===== config.mk =====
export PLATFORM = sky130hd
export DESIGN_NAME = crc5_r
export DESIGN_NICKNAME = d
export VERILOG_FILES = /design/src/rtl/crc5_r_pkg.sv /design/src/rtl/crc5_r_chk.sv /design/src/rtl/crc5_r.sv
export SDC_FILE = /design/constraint.sdc
export NUM_CORES = 1
export LEC_CHECK = 0
export ABC_CLOCK_PERIOD_IN_PS = 3900
export CORE_MARGIN = 3
export CORE_UTILIZATION = 53
export DETAILED_ROUTE_END_ITERATION = 10
export PLACE_DENSITY = 0.82
export RECOVER_POWER = 25
export SKIP_CTS_REPAIR_TIMING = 1
export SYNTH_ARGS = -nofsm -noshare
export SYNTH_HDL_FRONTEND = slang
export SYNTH_HIERARCHICAL = 1
export SYNTH_SLANG_ARGS = --single-unit
export TNS_END_PERCENT = 50

===== constraint.sdc =====
create_clock -name clk -period 3.9 [get_ports clk]
set_clock_uncertainty 0.15 [all_clocks]
set_input_delay 0.585 -clock clk [delete_from_list [all_inputs] [get_ports clk]]
set_output_delay 0.585 -clock clk [all_outputs]
set_load 0.02 [all_outputs]

===== src/rtl/crc5_r_pkg.sv =====
// Shared token-link definitions: PID codes, CRC5 constants and error codes
// used by both the token transmitter and the token receiver.
package crc5_r_pkg;

   localparam logic [3:0] PID_OUT   = 4'b0001;
   localparam logic [3:0] PID_IN    = 4'b1001;
   localparam logic [3:0] PID_SETUP = 4'b1101;
   localparam logic [3:0] PID_SOF   = 4'b0101;
   localparam logic [3:0] PID_ACK   = 4'b0010;
   localparam logic [3:0] PID_NAK   = 4'b1010;
   localparam logic [3:0] PID_STALL = 4'b1110;

   // x^5 + x^2 + 1, register shifts towards bit 4
   localparam logic [4:0] CRC5_POLY     = 5'b00101;
   localparam logic [4:0] CRC5_INIT     = 5'b11111;
   localparam logic [4:0] CRC5_RESIDUAL = 5'b01100;

   typedef enum logic [1:0] {
      ERR_PID = 2'd0,
      ERR_LEN = 2'd1,
      ERR_CRC = 2'd2
   } err_code_e;

   typedef enum logic [1:0] {
      ST_IDLE = 2'd0,
      ST_B1   = 2'd1,
      ST_B2   = 2'd2
   } rx_state_e;

   function automatic logic is_token_pid(input logic [3:0] pid);
      return (pid == PID_OUT) || (pid == PID_IN) ||
             (pid == PID_SETUP) || (pid == PID_SOF);
   endfunction

endpackage


===== src/rtl/crc5_r_chk.sv =====
// Combinational CRC5 residual check over the 16 token bits (11 data bits
// followed by the 5-bit CRC field), bit 0 being first on the wire.
module crc5_chk
   import crc5_r_pkg::*;
(
   input  logic [15:0] bits,
   output logic [4:0]  residual,
   output logic        ok
);

   // The loop unrolls into a flat XOR network; nothing here is sequential.
   function automatic logic [4:0] crc5_residual(input logic [15:0] d);
      logic [4:0] c;
      logic       fb;
      c = CRC5_INIT;
      for (int i = 0; i < 16; i++) begin
         fb = c[4] ^ d[i];
         c  = {c[3:0], 1'b0} ^ (fb ? CRC5_POLY : 5'b00000);
      end
      return c;
   endfunction

   always_comb begin
      residual = crc5_residual(bits);
      ok       = (residual == CRC5_RESIDUAL);
   end

endmodule


===== src/rtl/crc5_r.sv =====
// Token-packet receiver: validates the PID, reassembles addr/endp, checks CRC5
// and hands tokens (or one-byte handshake PIDs) to the protocol controller.
module crc5_r
   import crc5_r_pkg::*;
#(
   parameter int ADDR_FILTER = 1
) (
   input  logic       clk,
   input  logic       rst_n,
   input  logic [6:0] dev_addr,
   input  logic [7:0] rx_from_data,
   input  logic       rx_from_sop,
   input  logic       rx_from_eop,
   input  logic       rx_from_valid,
   output logic       rx_from_ready,
   output logic [3:0] rx_pid,
   output logic [6:0] rx_addr,
   output logic [3:0] rx_endp,
   output logic       rx_valid,
   input  logic       rx_ready,
   output logic [3:0] rx_con_pid,
   output logic       rx_con_pid_en,
   output logic       rx_err,
   output logic [1:0] rx_err_code
);

   rx_state_e  state_q, state_n;
   logic [3:0] pid_q;
   logic [6:0] addr_q;
   logic       endp0_q;

   logic       acc;
   logic       pid_ok;
   logic       crc_ok;
   logic [4:0] crc_res;
   logic       addr_pass;
   logic       err_ev;
   err_code_e  err_code_ev;
   logic       con_ev;
   logic       tok_ev;
   logic       ld_pid;
   logic       ld_b1;

   assign rx_from_ready = !rx_valid;
   assign acc           = rx_from_valid & rx_from_ready;
   assign pid_ok        = (rx_from_data[7:4] == ~rx_from_data[3:0]);

   crc5_chk u_chk (
      .bits     ({rx_from_data[7:3], rx_from_data[2:0], endp0_q, addr_q}),
      .residual (crc_res),
      .ok       (crc_ok)
   );

   always_comb begin
      addr_pass = 1'b1;
      if (ADDR_FILTER != 0)
         addr_pass = (pid_q == PID_SOF) || (addr_q == dev_addr);
   end

   always_ff @(posedge clk or negedge rst_n) begin
      if (!rst_n)
         state_q <= ST_IDLE;
      else
         state_q <= state_n;
   end

   always_comb begin
      state_n     = state_q;
      err_ev      = 1'b0;
      err_code_ev = ERR_PID;
      con_ev      = 1'b0;
      tok_ev      = 1'b0;
      ld_pid      = 1'b0;
      ld_b1       = 1'b0;
      if (acc) begin
         // A sop mid-packet aborts the packet; the byte then starts a new one.
         if (state_q != ST_IDLE && rx_from_sop) begin
            err_ev      = 1'b1;
            err_code_ev = ERR_LEN;
         end
         if (state_q == ST_IDLE || rx_from_sop) begin
            state_n = ST_IDLE;
            if (rx_from_sop) begin
               if (!pid_ok) begin
                  err_ev      = 1'b1;
                  err_code_ev = ERR_PID;
               end else if (rx_from_eop) begin
                  con_ev = 1'b1;
               end else if (is_token_pid(rx_from_data[3:0])) begin
                  ld_pid  = 1'b1;
                  state_n = ST_B1;
               end
            end
         end else begin
            case (state_q)
               ST_B1: begin
                  ld_b1 = 1'b1;
                  if (rx_from_eop) begin
                     err_ev      = 1'b1;
                     err_code_ev = ERR_LEN;
                     state_n     = ST_IDLE;
                  end else begin
                     state_n = ST_B2;
                  end
               end
               ST_B2: begin
                  state_n = ST_IDLE;
                  if (!rx_from_eop) begin
                     err_ev      = 1'b1;
                     err_code_ev = ERR_LEN;
                  end else if (!crc_ok) begin
                     err_ev      = 1'b1;
                     err_code_ev = ERR_CRC;
                  end else if (addr_pass) begin
                     tok_ev = 1'b1;
                  end
               end
               default: state_n = ST_IDLE;
            endcase
         end
      end
   end

   always_ff @(posedge clk or negedge rst_n) begin
      if (!rst_n) begin
         pid_q   <= 4'd0;
         addr_q  <= 7'd0;
         endp0_q <= 1'b0;
      end else begin
         if (ld_pid)
            pid_q <= rx_from_data[3:0];
         if (ld_b1) begin
            addr_q  <= rx_from_data[6:0];
            endp0_q <= rx_from_data[7];
         end
      end
   end

   // Output register stage: strobes last one cycle, token fields hold until taken.
   always_ff @(posedge clk or negedge rst_n) begin
      if (!rst_n) begin
         rx_pid        <= 4'd0;
         rx_addr       <= 7'd0;
         rx_endp       <= 4'd0;
         rx_valid      <= 1'b0;
         rx_con_pid    <= 4'd0;
         rx_con_pid_en <= 1'b0;
         rx_err        <= 1'b0;
         rx_err_code   <= 2'd0;
      end else begin
         rx_err        <= err_ev;
         rx_con_pid_en <= con_ev;
         if (err_ev)
            rx_err_code <= err_code_ev;
         if (con_ev)
            rx_con_pid <= rx_from_data[3:0];
         if (tok_ev) begin
            rx_valid <= 1'b1;
            rx_pid   <= pid_q;
            rx_addr  <= addr_q;
            rx_endp  <= {rx_from_data[2:0], endp0_q};
         end else if (rx_ready) begin
            rx_valid <= 1'b0;
         end
      end
   end

endmodule


* Word-level counts from Yosys, hierarchy flattened
Cells that the tools add are included.
** Cells by class
- Muxes and demuxes :: 63
- Reductions and logical operators :: 10
- Bitwise gates (word level) :: 33
- Eq/ne operators :: 10
** Operators with widths (number)
- 5-bit XOR :: 15
- 3-bit two-way mux :: 16
- 1-bit two-way mux :: 35
- 2-bit two-way mux :: 10
- 1-bit XOR :: 15
- 4-bit by 3-bit == test with 1-bit output (second input constant) :: 2
- 4-bit == test (second input constant) :: 2
- 4-bit NOT :: 2
- 7-bit == test :: 1
- 5-bit by 4-bit == test with 1-bit output (second input constant) :: 1
- 1-bit logical OR :: 5
- 4-bit by 1-bit == test with 1-bit output (second input constant) :: 1
- 4-bit == test :: 1
- 2-bit case mux with 2 select lines :: 1
- 2-bit nonzero test :: 2
- 2-bit by 1-bit == test with 1-bit output (second input constant) :: 1
- 2-bit == test (second input constant) :: 1
- 2-bit logical NOT :: 1
- 1-bit case mux with 2 select lines :: 1
- 1-bit bitwise AND :: 1
- 1-bit logical AND :: 1
- 1-bit logical NOT :: 1
** Storage, ports and cells
- Bits in registers :: 38
- Input bits :: 21

* Longest topological paths before layout
Gate-level depths: netlist (run 1).
- Word-level depth :: 54
- Depth in mapped cells :: 11

* Modules after synthesis
Netlist (run 1), hierarchy kept.
** By module, submodules not included
- crc5_r :: instances 1, cells each 224, sequential area each 950.9 um2, area each 2153.3 um2
- crc5_chk :: instances 1, cells each 31, sequential area each 0.0 um2, area each 330.3 um2

* Worst setup path before layout (run 1)
No wires, ideal clock.
- Kind :: register to register
- Start point :: register addr_q[3]
- End point :: register rx_addr[0]
- Data required time :: 3681 ps
- Cell stages (with the launch flop) :: 12
- Data arrival time :: 2739 ps
- Slack :: 942 ps
- Buffers on the path :: 2
- Library setup time :: 69 ps
- Cell sequence :: dfrtp_1 > xnor3_2 > xnor3_2 > xnor2_2 > inv_2 > nor4_2 > nand3_1 > or2_1 > buf_6 > buf_6 > o21a_1 > nand3_1
** Between the ends
- Longest elaborated chain between the ends :: 29
- Elaborated cells between the ends (all ways) :: 40
- Classes of those cells :: eq/ne: 2; mux: 15; bitwise: 22; reduce/logical: 1
** RTL lines
- from (decl) :: line crc5_r.sv:29 : logic [6:0] addr_q;
- from (signal assigned) :: line crc5_r.sv:133 : addr_q <= rx_from_data[6:0];
- 1-bit XOR :: line crc5_r_chk.sv:17 : fb = c[4] ^ d[i];
- 3-bit two-way mux :: line crc5_r_chk.sv:18 : c = {c[3:0], 1'b0} ^ (fb ? CRC5_POLY : 5'b00000);
- 5-bit XOR (3 in a row) :: line crc5_r_chk.sv:18
- 1-bit XOR :: line crc5_r_chk.sv:17
- 3-bit two-way mux :: line crc5_r_chk.sv:18
- 5-bit XOR (3 in a row) :: line crc5_r_chk.sv:18
- 1-bit XOR :: line crc5_r_chk.sv:17
- 3-bit two-way mux :: line crc5_r_chk.sv:18
- (+11 left out)
- via crc_res[0] :: line crc5_r.sv:35 : logic [4:0] crc_res;
- 5-bit by 4-bit == test with 1-bit output :: line crc5_r_chk.sv:25 : ok = (residual == CRC5_RESIDUAL);
- via crc_ok :: line crc5_r.sv:34 : logic crc_ok;
- 1-bit two-way mux :: line crc5_r.sv:111 : end else if (!crc_ok) begin
- 1-bit two-way mux :: line crc5_r.sv:108 : if (!rx_from_eop) begin
- 1-bit two-way mux :: line crc5_r.sv:95 : case (state_q)
- 1-bit two-way mux :: line crc5_r.sv:81 : if (state_q == ST_IDLE || rx_from_sop) begin
- 1-bit two-way mux :: line crc5_r.sv:75 : if (acc) begin
- to (signal assigned) :: line crc5_r.sv:160 : rx_addr <= addr_q;
- to (decl) :: line crc5_r.sv:17 : output logic [6:0] rx_addr,
The timed path passes the listed nets, and every way through them passes these cells.
A chain may end at the register's enable or synchronous reset.

* Final worst setup path (run 1)
- Start point :: register addr_q[3]
- End point :: register rx_addr[4]
The elaborated chain is that of the path after synthesis.

==> impl_metrics.json, run 1 <==
{
  "avgSynthCellArea_um2": 9.763,
  "floorplan.initialDensity": 0.5545,
  "cap_violations": 1,
  "critical_path_peak_fanout": 16,
  "post-route-period-util": 0.8719,
  "drt-total-wl_um": 5682,
  "overflow": 0,
  "crit_start": "addr_q[3]$_DFFE_PN0P_",
  "syn_area_mm2": 0.002431,
  "total_global_route_track_usage": 0.2251,
  "cts_inserted_buffers": 5,
  "die_footprint_mm2": 0.005435,
  "postRouteAntennaNets": 0,
  "cts_max_path_buffers": 2,
  "grt_setup_unrepaired": "no",
  "avgViaCountPerCell": 5.933,
  "post_layout_instance_count_excluding_filler_cells": 341,
  "cts_tree": "yes",
  "route.detailed.wl_per_inst_um": 16.66,
  "share_comb_of_total_power": 0.202,
  "cts_max_level": 2,
  "clock.fmax_ghz": 0.2941,
  "grt_pass1_wl_um": 9494,
  "finish.net_count": 312,
  "grt_max_degree": 39,
  "cts_root_buffer": "sky130_fd_sc_hd__clkbuf_8",
  "hpwlAfterDp_um": 4023,
  "status": "complete, but fails checks",
  "core_area_mm2": 0.004384,
  "numPortBuffers": 45,
  "power.share.switching": 0.2736,
  "cts.sink_count": 38,
  "min-delay-start": "rx_pid[2]$_DFFE_PN0P_",
  "report.final.hold_viol_count": 0,
  "post_synthesis_to_final_layout_area_growth_pct": 23.26,
  "worst_ep_required_time_ns": 3.98,
  "num_vias": 2023,
  "share_seq_of_total_power": 0.478,
  "final-max-slew-violation-count": 39,
  "clk_latency_worst_skew_pair_ns": 0.29,
  "ff2ff_path_depth": 9,
  "violations": "max-capacitance violations, max-slew violations",
  "io-pin-count": 46,
  "critical_path_arrival_ns": 3.48,
  "max-slew-margin-rel": -0.3720,
  "footprint_of_the_multi_input_gates_mm2": 0.001385,
  "number_of_instances_in_the_placed_design": 333,
  "whs_endpoint": "rx_pid[2]$_DFFE_PN0P_",
  "critPathCaptureType": "flop",
  "timing.critical_path.from_type": "flop",
  "die_x_um": 73.73,
  "period_needed_ns": 3.400,
  "gp_congestion": 0.8149,
  "drt_first_iter_violations": 205,
  "core.rowCount": 24,
  "p_switching_w": 0.0002425,
  "clkPwrFrac": 0.320,
  "reg2reg_slack_ns": 0.50,
  "syn-instance-count": 249,
  "sequential_cell_area_um2": 950.9,
  "leakage_nw": 1.187,
  "fillCellCount": 358,
  "synthesis.yosys.warnings": 6,
  "fin_setup_tns_ns": 0,
  "type_of_the_tightest_min_delay_check": "flop to flop",
  "layout.core_utilization": 0.6835,
  "critical_path.reg2reg.endpoint": "rx_addr[4]$_DFFE_PN0P_",
  "min_delay_path_depth": 2,
  "cts.clk_slew.worst_paths_ns": 0.08,
  "proportion_of_layout_cells_with_a_drive_suffix_above_1": 0.1280,
  "r2r-start": "addr_q[3]$_DFFE_PN0P_",
  "vias_in_the_first_global_route": 1936,
  "ir_drop_worst_vdd_uv": 300.7,
  "drt_drc": 0,
  "timing_worst_slew_pin_value_ns": 2.058,
  "chipHeight_um": 73.73,
  "internal-power_w": 0.0006439,
  "diodes": 0,
  "number_of_antenna_violations_at_the_first_check_in_global_routing": 0,
  "critical_path_class": "flop to flop",
  "power-per-cell-area_mw_per_mm2": 295.8,
  "dr.pass1.iters": 4,
  "setup-violations-final": 0,
  "synthesis.nets": 273
}
==> metal layers <==
layer  global-route usage  vias up  part of all wire
li1                     -      957                 -
met1               0.3166      980              0.44
met2               0.3474       76              0.48
met3              0.04788       10             0.064
met4              0.06841        0             0.017
met5                    0        -                 0
==> sequential cells by signal (all words and copies together) (netlist names), 2 cells and up <==
register	cells
rx_con_pid	4
addr_q	7
pid_q	4
rx_err_code	2
rx_addr	7
rx_pid	4
state_q	2
rx_endp	4
==> cell usage in the layout (no fill, tap or decap), types with 6 or more instances in the layout <==
cell type                         count
sky130_fd_sc_hd__o21a_1              11
sky130_fd_sc_hd__nand3_1             16
sky130_fd_sc_hd__clkdlybuf4s50_1     44
sky130_fd_sc_hd__nand4_1             21
sky130_fd_sc_hd__dfrtp_1             38
sky130_fd_sc_hd__xnor2_1             23
sky130_fd_sc_hd__clkbuf_8             6
sky130_fd_sc_hd__mux2_2              15
sky130_fd_sc_hd__o21ai_0             27
sky130_fd_sc_hd__nor2b_1             16
sky130_fd_sc_hd__nand2_1             18
==> per-stage QoR <==
| step | hold slack, ns | total power [W] | setup slack [ns] | instance area, um2 |
|---|---|---|---|---|
| 6_report | 0.3559 | 0.0008864 | 0.4997 | 2997 |
| 5_1_grt | 0.3781 | 0.0009213 | 0.3088 | 2997 |
| 4_1_cts | 0.2851 | 0.0008965 | 0.5326 | 2998 |
| 3_3_place_gp | 0.3369 | 0.0006076 | 0.3465 | 2903 |
| 3_5_place_dp | 0.3450 | 0.0006113 | 0.2691 | 2903 |
| 2_1_floorplan | 0.1394 | 0.0005374 | 0.9880 | 2431 |
==> worst max-delay path, cell delays in order, from the launching register on <==
cell                      delay, ns
sky130_fd_sc_hd__dfrtp_1       0.51
sky130_fd_sc_hd__xnor3_2       0.51
sky130_fd_sc_hd__xnor3_2       0.43
sky130_fd_sc_hd__xnor2_2       0.18
sky130_fd_sc_hd__inv_2         0.05
sky130_fd_sc_hd__nor4_2        0.37
sky130_fd_sc_hd__nand3_1       0.29
sky130_fd_sc_hd__or2_1         0.51
sky130_fd_sc_hd__o21a_1        0.27
sky130_fd_sc_hd__nand3_1       0.06
==> worst max-delay path by stage <==
stage                                        end  slack (ns)  cells past startpoint
final                     rx_addr[4]$_DFFE_PN0P_        0.50                      9
after global routing      rx_addr[1]$_DFFE_PN0P_        0.31                     10
after CTS                 rx_endp[1]$_DFFE_PN0P_        0.53                      9
after detailed placement  rx_endp[2]$_DFFE_PN0P_        0.27                     10
after global placement    rx_endp[1]$_DFFE_PN0P_        0.35                     10
after floorplan           rx_addr[0]$_DFFE_PN0P_        0.99                     11
==> cell type report <==
| cell class | instances | share of cell area |
|---|---|---|
| clock buffer | 6 | 0.02756 |
| clock inverter | 2 | 0.004175 |
| multi-input combinational | 188 | 0.4622 |
| inverter | 5 | 0.006263 |
| tap | 52 | 0.02171 |
| timing repair buffer | 50 | 0.1608 |
| sequential | 38 | 0.3173 |
==> power groups by stage <==
stage          clock network (W)  registers [W]  logic [W]
3_3_place_gp                   0       0.000431   0.000177
2_1_floorplan                  0       0.000439  0.0000980
4_1_cts                 0.000291       0.000424   0.000181
5_1_grt                 0.000302       0.000426   0.000193
6_report                0.000284       0.000424   0.000179
3_5_place_dp                   0       0.000431   0.000180
Note: power is estimated with default switching activity, not from simulation.
==> run 2: changes to the inputs <==
--- a/config.mk
+++ b/config.mk
@@ -11,3 +11,3 @@
 export DETAILED_ROUTE_END_ITERATION = 10
-export PLACE_DENSITY = 0.82
+export PLACE_DENSITY = 0.85
 export RECOVER_POWER = 25
--- a/constraint.sdc
+++ b/constraint.sdc
@@ -4,2 +4,2 @@
 set_output_delay 0.585 -clock clk [all_outputs]
-set_load 0.02 [all_outputs]
+set_load 0.1 [all_outputs]
==> run 2 against run 1 <==
The flow still finishes with violations (max-capacitance violations, max-slew violations). Die area did not move. Global-route usage rose by 0.25 points. Sequential share of layout area rose by 0.17 points. Hold slack improved by 0.0044 ns. Power rose by 4.6%. First-iteration DRC count fell by 0.98%. Core utilization fell by 0.37 points. Combinational power rose by 35%. Clock power fell by 8.1%.
==> impl_metrics.json, run 2 (same netlist as run 1, synthesis figures left out) <==
{
  "cts_max_level": 2,
  "ir_drop_worst_vdd_uv": 306.0,
  "power-per-cell-area_mw_per_mm2": 311.1,
  "type_of_the_tightest_min_delay_check": "flop to flop",
  "critical_path_arrival_ns": 3.25,
  "grt_setup_unrepaired": "no",
  "drt-total-wl_um": 5793,
  "violations": "max-capacitance violations, max-slew violations",
  "num_vias": 2013,
  "die_footprint_mm2": 0.005435,
  "dr.pass1.iters": 4,
  "final.setup.worst_slack_ns": 0.7323,
  "hpwlAfterDp_um": 4083,
  "layout.core_utilization": 0.6798,
  "grt_pass1_wl_um": 9535,
  "sequential_cell_area_um2": 950.9,
  "diodes": 0,
  "leakage_nw": 1.184,
  "clock.fmax_ghz": 0.3157,
  "fin_setup_tns_ns": 0,
  "period_needed_ns": 3.168,
  "total_global_route_track_usage": 0.2276,
  "cts_tree": "yes",
  "post_synthesis_to_final_layout_area_growth_pct": 22.59,
  "crit_start": "addr_q[3]$_DFFE_PN0P_",
  "drt_drc": 0,
  "vias_in_the_first_global_route": 1950,
  "report.final.hold_viol_count": 0,
  "max-slew-margin-rel": -0.3913,
  "proportion_of_layout_cells_with_a_drive_suffix_above_1": 0.1250,
  "largest_registers_in_the_final_layout": "addr_q x7, rx_addr x7",
  "critical_path_class": "flop to flop",
  "core_area_mm2": 0.004384,
  "numPortBuffers": 45,
  "cts_root_buffer": "sky130_fd_sc_hd__clkbuf_8",
  "timing_worst_slew_pin_value_ns": 2.087,
  "worst_ep_required_time_ns": 3.98,
  "drt_first_iter_violations": 203,
  "critical-path-slowest-cell": "sky130_fd_sc_hd__dfrtp_1",
  "critical_path_peak_fanout": 16,
  "cap_violations": 1,
  "finish.net_count": 312,
  "footprint_of_the_multi_input_gates_mm2": 0.001385,
  "floorplan.initialDensity": 0.5545,
  "worst_path_largest_cell_delay_ns": 0.50,
  "cts.sink_count": 38,
  "grt_max_degree": 39,
  "route.detailed.wl_per_inst_um": 17.04,
  "timing.critical_path.cells": "xnor3_2 -> xnor3_2 -> xnor2_2 -> inv_2 -> nor4_2 -> nand3_1 -> or2_1 -> o21a_1 -> nand3_1",
  "leading_cell_type_in_the_layout_fill_and_taps_excluded": "sky130_fd_sc_hd__clkdlybuf4s50_1",
  "r2r-start": "addr_q[3]$_DFFE_PN0P_",
  "postRouteAntennaNets": 0,
  "place_worst_setup_slack_ns": 0.4112,
  "timing.critical_path.from_type": "flop",
  "min-delay-start": "rx_err_code[0]$_DFFE_PN0P_",
  "layout_common_cells": "sky130_fd_sc_hd__clkdlybuf4s50_1, sky130_fd_sc_hd__dfrtp_1, sky130_fd_sc_hd__o21ai_0",
  "fillCellCount": 358,
  "io-pin-count": 46,
  "final-max-slew-violation-count": 39,
  "status": "complete, but fails checks",
  "post-route-period-util": 0.8122,
  "clk_latency_worst_skew_pair_ns": 0.30,
  "cts.clk_slew.worst_paths_ns": 0.08,
  "avgViaCountPerCell": 5.921,
  "gp_congestion": 0.8003,
  "die_x_um": 73.73,
  "overflow": 0,
  "critPathCaptureType": "flop",
  "number_of_antenna_violations_at_the_first_check_in_global_routing": 0,
  "cts_max_path_buffers": 2,
  "setup-violations-final": 0,
  "core.rowCount": 24,
  "chipHeight_um": 73.73,
  "cts_inserted_buffers": 5
}
## run 2: power breakdown
group / total (W) / switching [W] / internal, W
clock: 0.000261 / 0.000141 / 0.000120
sequential: 0.000423 / 0.0000145 / 0.000409
combinational: 0.000242 / 0.000150 / 0.0000926
## run 2: area by class of cell
class / count / area share
clock buffers: 5 / 0.02309
well taps: 52 / 0.02183
clock inverters: 2 / 0.003359
multi-input cells: 188 / 0.4647
repair buffers: 50 / 0.1616
flip-flops and latches: 38 / 0.3191
inverters: 5 / 0.006297
## run 2: worst paths after layout
| kind | end | slack, ns | depth (start not counted) |
|---|---|---|---|
| max | rx_addr[3]$_DFFE_PN0P_ | 0.73 | 9 |
| min | rx_err_code[0]$_DFFE_PN0P_ | 0.36 | 1 |
| max reg2reg | rx_addr[3]$_DFFE_PN0P_ | 0.73 | 9 |
| min reg2reg | rx_err_code[0]$_DFFE_PN0P_ | 0.36 | 1 |
| max in group asynchronous | rx_endp[0]$_DFFE_PN0P_ | 1.66 | 1 |
| min in group asynchronous | rx_addr[0]$_DFFE_PN0P_ | 0.73 | 1 |
## run 2: metal layers
layer  up-vias  global-route usage  wire, um
met4         0             0.05835        85
met5         -                   0         0
met2        87              0.3642      2763
li1        952                   -         -
met1       966              0.3068      2461
met3         8             0.05882       484
## run 2: per-stage QoR
step | area [um2] | instances | power, W | hold slack (ns)
floorplan | 2431 | 249 | 0.0005986 | 0.1394
global placement | 2903 | 333 | 0.0006694 | 0.3308
detailed placement | 2903 | 333 | 0.0006742 | 0.3378
CTS | 2982 | 340 | 0.0009318 | 0.2829
global route | 2980 | 340 | 0.0009566 | 0.3698
finish | 2980 | 340 | 0.0009271 | 0.3602
## run 2: critical path, delay by kind of cell, from the launching register on
family | cells | cell delay (ns)
xor gates and xnor gates | 3 | 1.10
and+or+nand+nor | 4 | 1.03
DFF | 1 | 0.50
AOI/OAI and AO/OA | 1 | 0.27
buffers and inverters | 1 | 0.05
==> run 3: changes to the inputs <==
Settings changed: ABC_CLOCK_PERIOD_IN_PS 3900 to 3000.
Clock period 3.9 ns to 3 ns, I/O delays scaled along.
==> run 3 against run 2 <==
The run still ends with max-capacitance violations, max-slew violations left. Global-route usage increased by 0.89 points. Via count rose by 5.6%. Cell count rose by 5.6%. Combinational power increased by 42%. Count of clock-buffer cells in the layout up 2. Critical endpoint is now rx_err_code[0]$_DFFE_PN0P_. Largest cell class unchanged. Largest power group unchanged. Highest routed layer unchanged.
==> impl_metrics.json, run 3 (same netlist as run 1, synthesis figures left out) <==
{
  "status": "complete, but fails checks",
  "violations": "max-capacitance violations, max-slew violations",
  "cts_root_buffer": "sky130_fd_sc_hd__clkbuf_8",
  "post-route-period-util": 0.9738,
  "clkPwrFrac": 0.297,
  "ff2ff_path_depth": 9,
  "power.share.switching": 0.3301,
  "cap_violations": 1,
  "post_layout_instance_count_excluding_filler_cells": 359,
  "min-delay-start": "rx_pid[3]$_DFFE_PN0P_",
  "core.rowCount": 24,
  "sequential_cell_area_um2": 950.9,
  "diodes": 0,
  "cts_max_path_buffers": 2,
  "final-max-slew-violation-count": 39,
  "layout_common_cells": "sky130_fd_sc_hd__buf_4, sky130_fd_sc_hd__dfrtp_1, sky130_fd_sc_hd__o21ai_0",
  "gp_congestion": 0.9044,
  "r2r-start": "addr_q[3]$_DFFE_PN0P_",
  "grt_setup_unrepaired": "yes",
  "grt_pass1_wl_um": 9894,
  "whs_endpoint": "rx_pid[3]$_DFFE_PN0P_",
  "fillCellCount": 311,
  "clock.fmax_ghz": 0.3423,
  "min_delay_path_depth": 2,
  "die_footprint_mm2": 0.005435,
  "internal-power_w": 0.0008480,
  "hpwlAfterDp_um": 4240,
  "critPathCaptureType": "flop",
  "critical_path_arrival_ns": 2.96,
  "overflow": 0,
  "floorplan.initialDensity": 0.5545,
  "grt_max_degree": 39,
  "critical_path.reg2reg.endpoint": "rx_err_code[0]$_DFFE_PN0P_",
  "period_needed_ns": 2.922,
  "p_switching_w": 0.0004179,
  "total_global_route_track_usage": 0.2365,
  "core_area_mm2": 0.004384,
  "vias_in_the_first_global_route": 2098,
  "dr.pass1.iters": 4,
  "post_synthesis_to_final_layout_area_growth_pct": 27.69,
  "die_x_um": 73.73,
  "final.setup.worst_slack_ns": 0.07849,
  "finish.net_count": 330,
  "route.detailed.wl_per_inst_um": 16.95,
  "proportion_of_layout_cells_with_a_drive_suffix_above_1": 0.2704,
  "avgViaCountPerCell": 5.922,
  "cts_inserted_buffers": 5,
  "crit_start": "rx_from_data[1]",
  "ir_drop_worst_vdd_uv": 603.0,
  "place_worst_setup_slack_ns": -0.1951,
  "numPortBuffers": 45,
  "io-pin-count": 46,
  "total_power_w": 0.001266,
  "clk_latency_worst_skew_pair_ns": 0.30,
  "footprint_of_the_multi_input_gates_mm2": 0.001420,
  "max-slew-margin-rel": -0.3989,
  "chipHeight_um": 73.73,
  "num_vias": 2126,
  "number_of_instances_in_the_placed_design": 350,
  "drt_drc": 0,
  "cts.clk_slew.worst_paths_ns": 0.08,
  "type_of_the_tightest_min_delay_check": "flop to flop",
  "power-per-cell-area_mw_per_mm2": 407.8,
  "layout.core_utilization": 0.7080,
  "drt-total-wl_um": 6084,
  "share_comb_of_total_power": 0.272,
  "critical_path_class": "primary input to flop",
  "worst_ep_required_time_ns": 3.03,
  "share_seq_of_total_power": 0.431,
  "critical_path_peak_fanout": 3,
  "timing_worst_slew_pin_value_ns": 2.098,
  "leakage_nw": 1.304,
  "setup-violations-final": 0,
  "report.final.hold_viol_count": 0,
  "cts.sink_count": 38,
  "timing.critical_path.from_type": "primary input",
  "drt_first_iter_violations": 233,
  "cts_max_level": 2,
  "leading_cell_type_in_the_layout_fill_and_taps_excluded": "sky130_fd_sc_hd__buf_4",
  "cts_tree": "yes",
  "largest_registers_in_the_final_layout": "addr_q x7, rx_addr x7",
  "number_of_antenna_violations_at_the_first_check_in_global_routing": 0,
  "postRouteAntennaNets": 0,
  "reg2reg_slack_ns": 0.25
}
run 3: per-layer routing:
metal	GRT usage	wire [um]	up-vias
li1	-	-	995
met1	0.3111	2663	1055
met2	0.3996	3051	68
met5	0	0	-
met4	0.04427	61	0
met3	0.05472	307	8
run 3: power by group through the flow:
stage	sequential [W]	clock, W	combinational, W
floorplan	0.000650	0	0.000128
global placement	0.000555	0	0.000321
detailed placement	0.000555	0	0.000327
CTS	0.000546	0.000377	0.000329
global route	0.000548	0.000393	0.000361
finish	0.000546	0.000376	0.000344
run 3: area by class of cell:
type | instances | share of cell area
clock inverters | 1 | 0.001612
clock buffers | 7 | 0.02781
repair buffers | 68 | 0.1798
inverters | 5 | 0.006046
flip-flops and latches | 38 | 0.3063
well taps | 52 | 0.02096
multi-input cells | 188 | 0.4575
run 3: metrics by stage:
stage | area [um2] | setup TNS [ns] | hold WS (ns)
2_1_floorplan | 2431 | 0 | 0.004409
3_3_place_gp | 2968 | -1.522 | 0.3328
3_5_place_dp | 2968 | -3.120 | 0.3462
4_1_cts | 3059 | 0 | 0.1363
5_1_grt | 3104 | -0.01727 | 0.3877
6_report | 3104 | 0 | 0.3577
run 3: critical path: stages:
cell	delay (ns)
sky130_fd_sc_hd__clkdlybuf4s50_1	0.53
sky130_fd_sc_hd__xor2_2	0.19
sky130_fd_sc_hd__xnor3_2	0.41
sky130_fd_sc_hd__xnor2_1	0.26
sky130_fd_sc_hd__nor4_4	0.08
sky130_fd_sc_hd__buf_4	0.15
sky130_fd_sc_hd__a21boi_0	0.21
sky130_fd_sc_hd__o221ai_2	0.15
sky130_fd_sc_hd__buf_4	0.18
sky130_fd_sc_hd__o32a_1	0.34
run 3: how the worst max path moves through the flow:
stage / cells after the start / slack (ns) / endpoint
after detailed placement: 12 / -0.20 / rx_endp[0]$_DFFE_PN0P_
after CTS: 12 / 0.13 / rx_endp[0]$_DFFE_PN0P_
after global routing: 12 / -0.02 / rx_endp[0]$_DFFE_PN0P_
final: 10 / 0.08 / rx_err_code[0]$_DFFE_PN0P_
after floorplan: 11 / 0.09 / rx_addr[0]$_DFFE_PN0P_
after global placement: 12 / -0.11 / rx_pid[3]$_DFFE_PN0P_
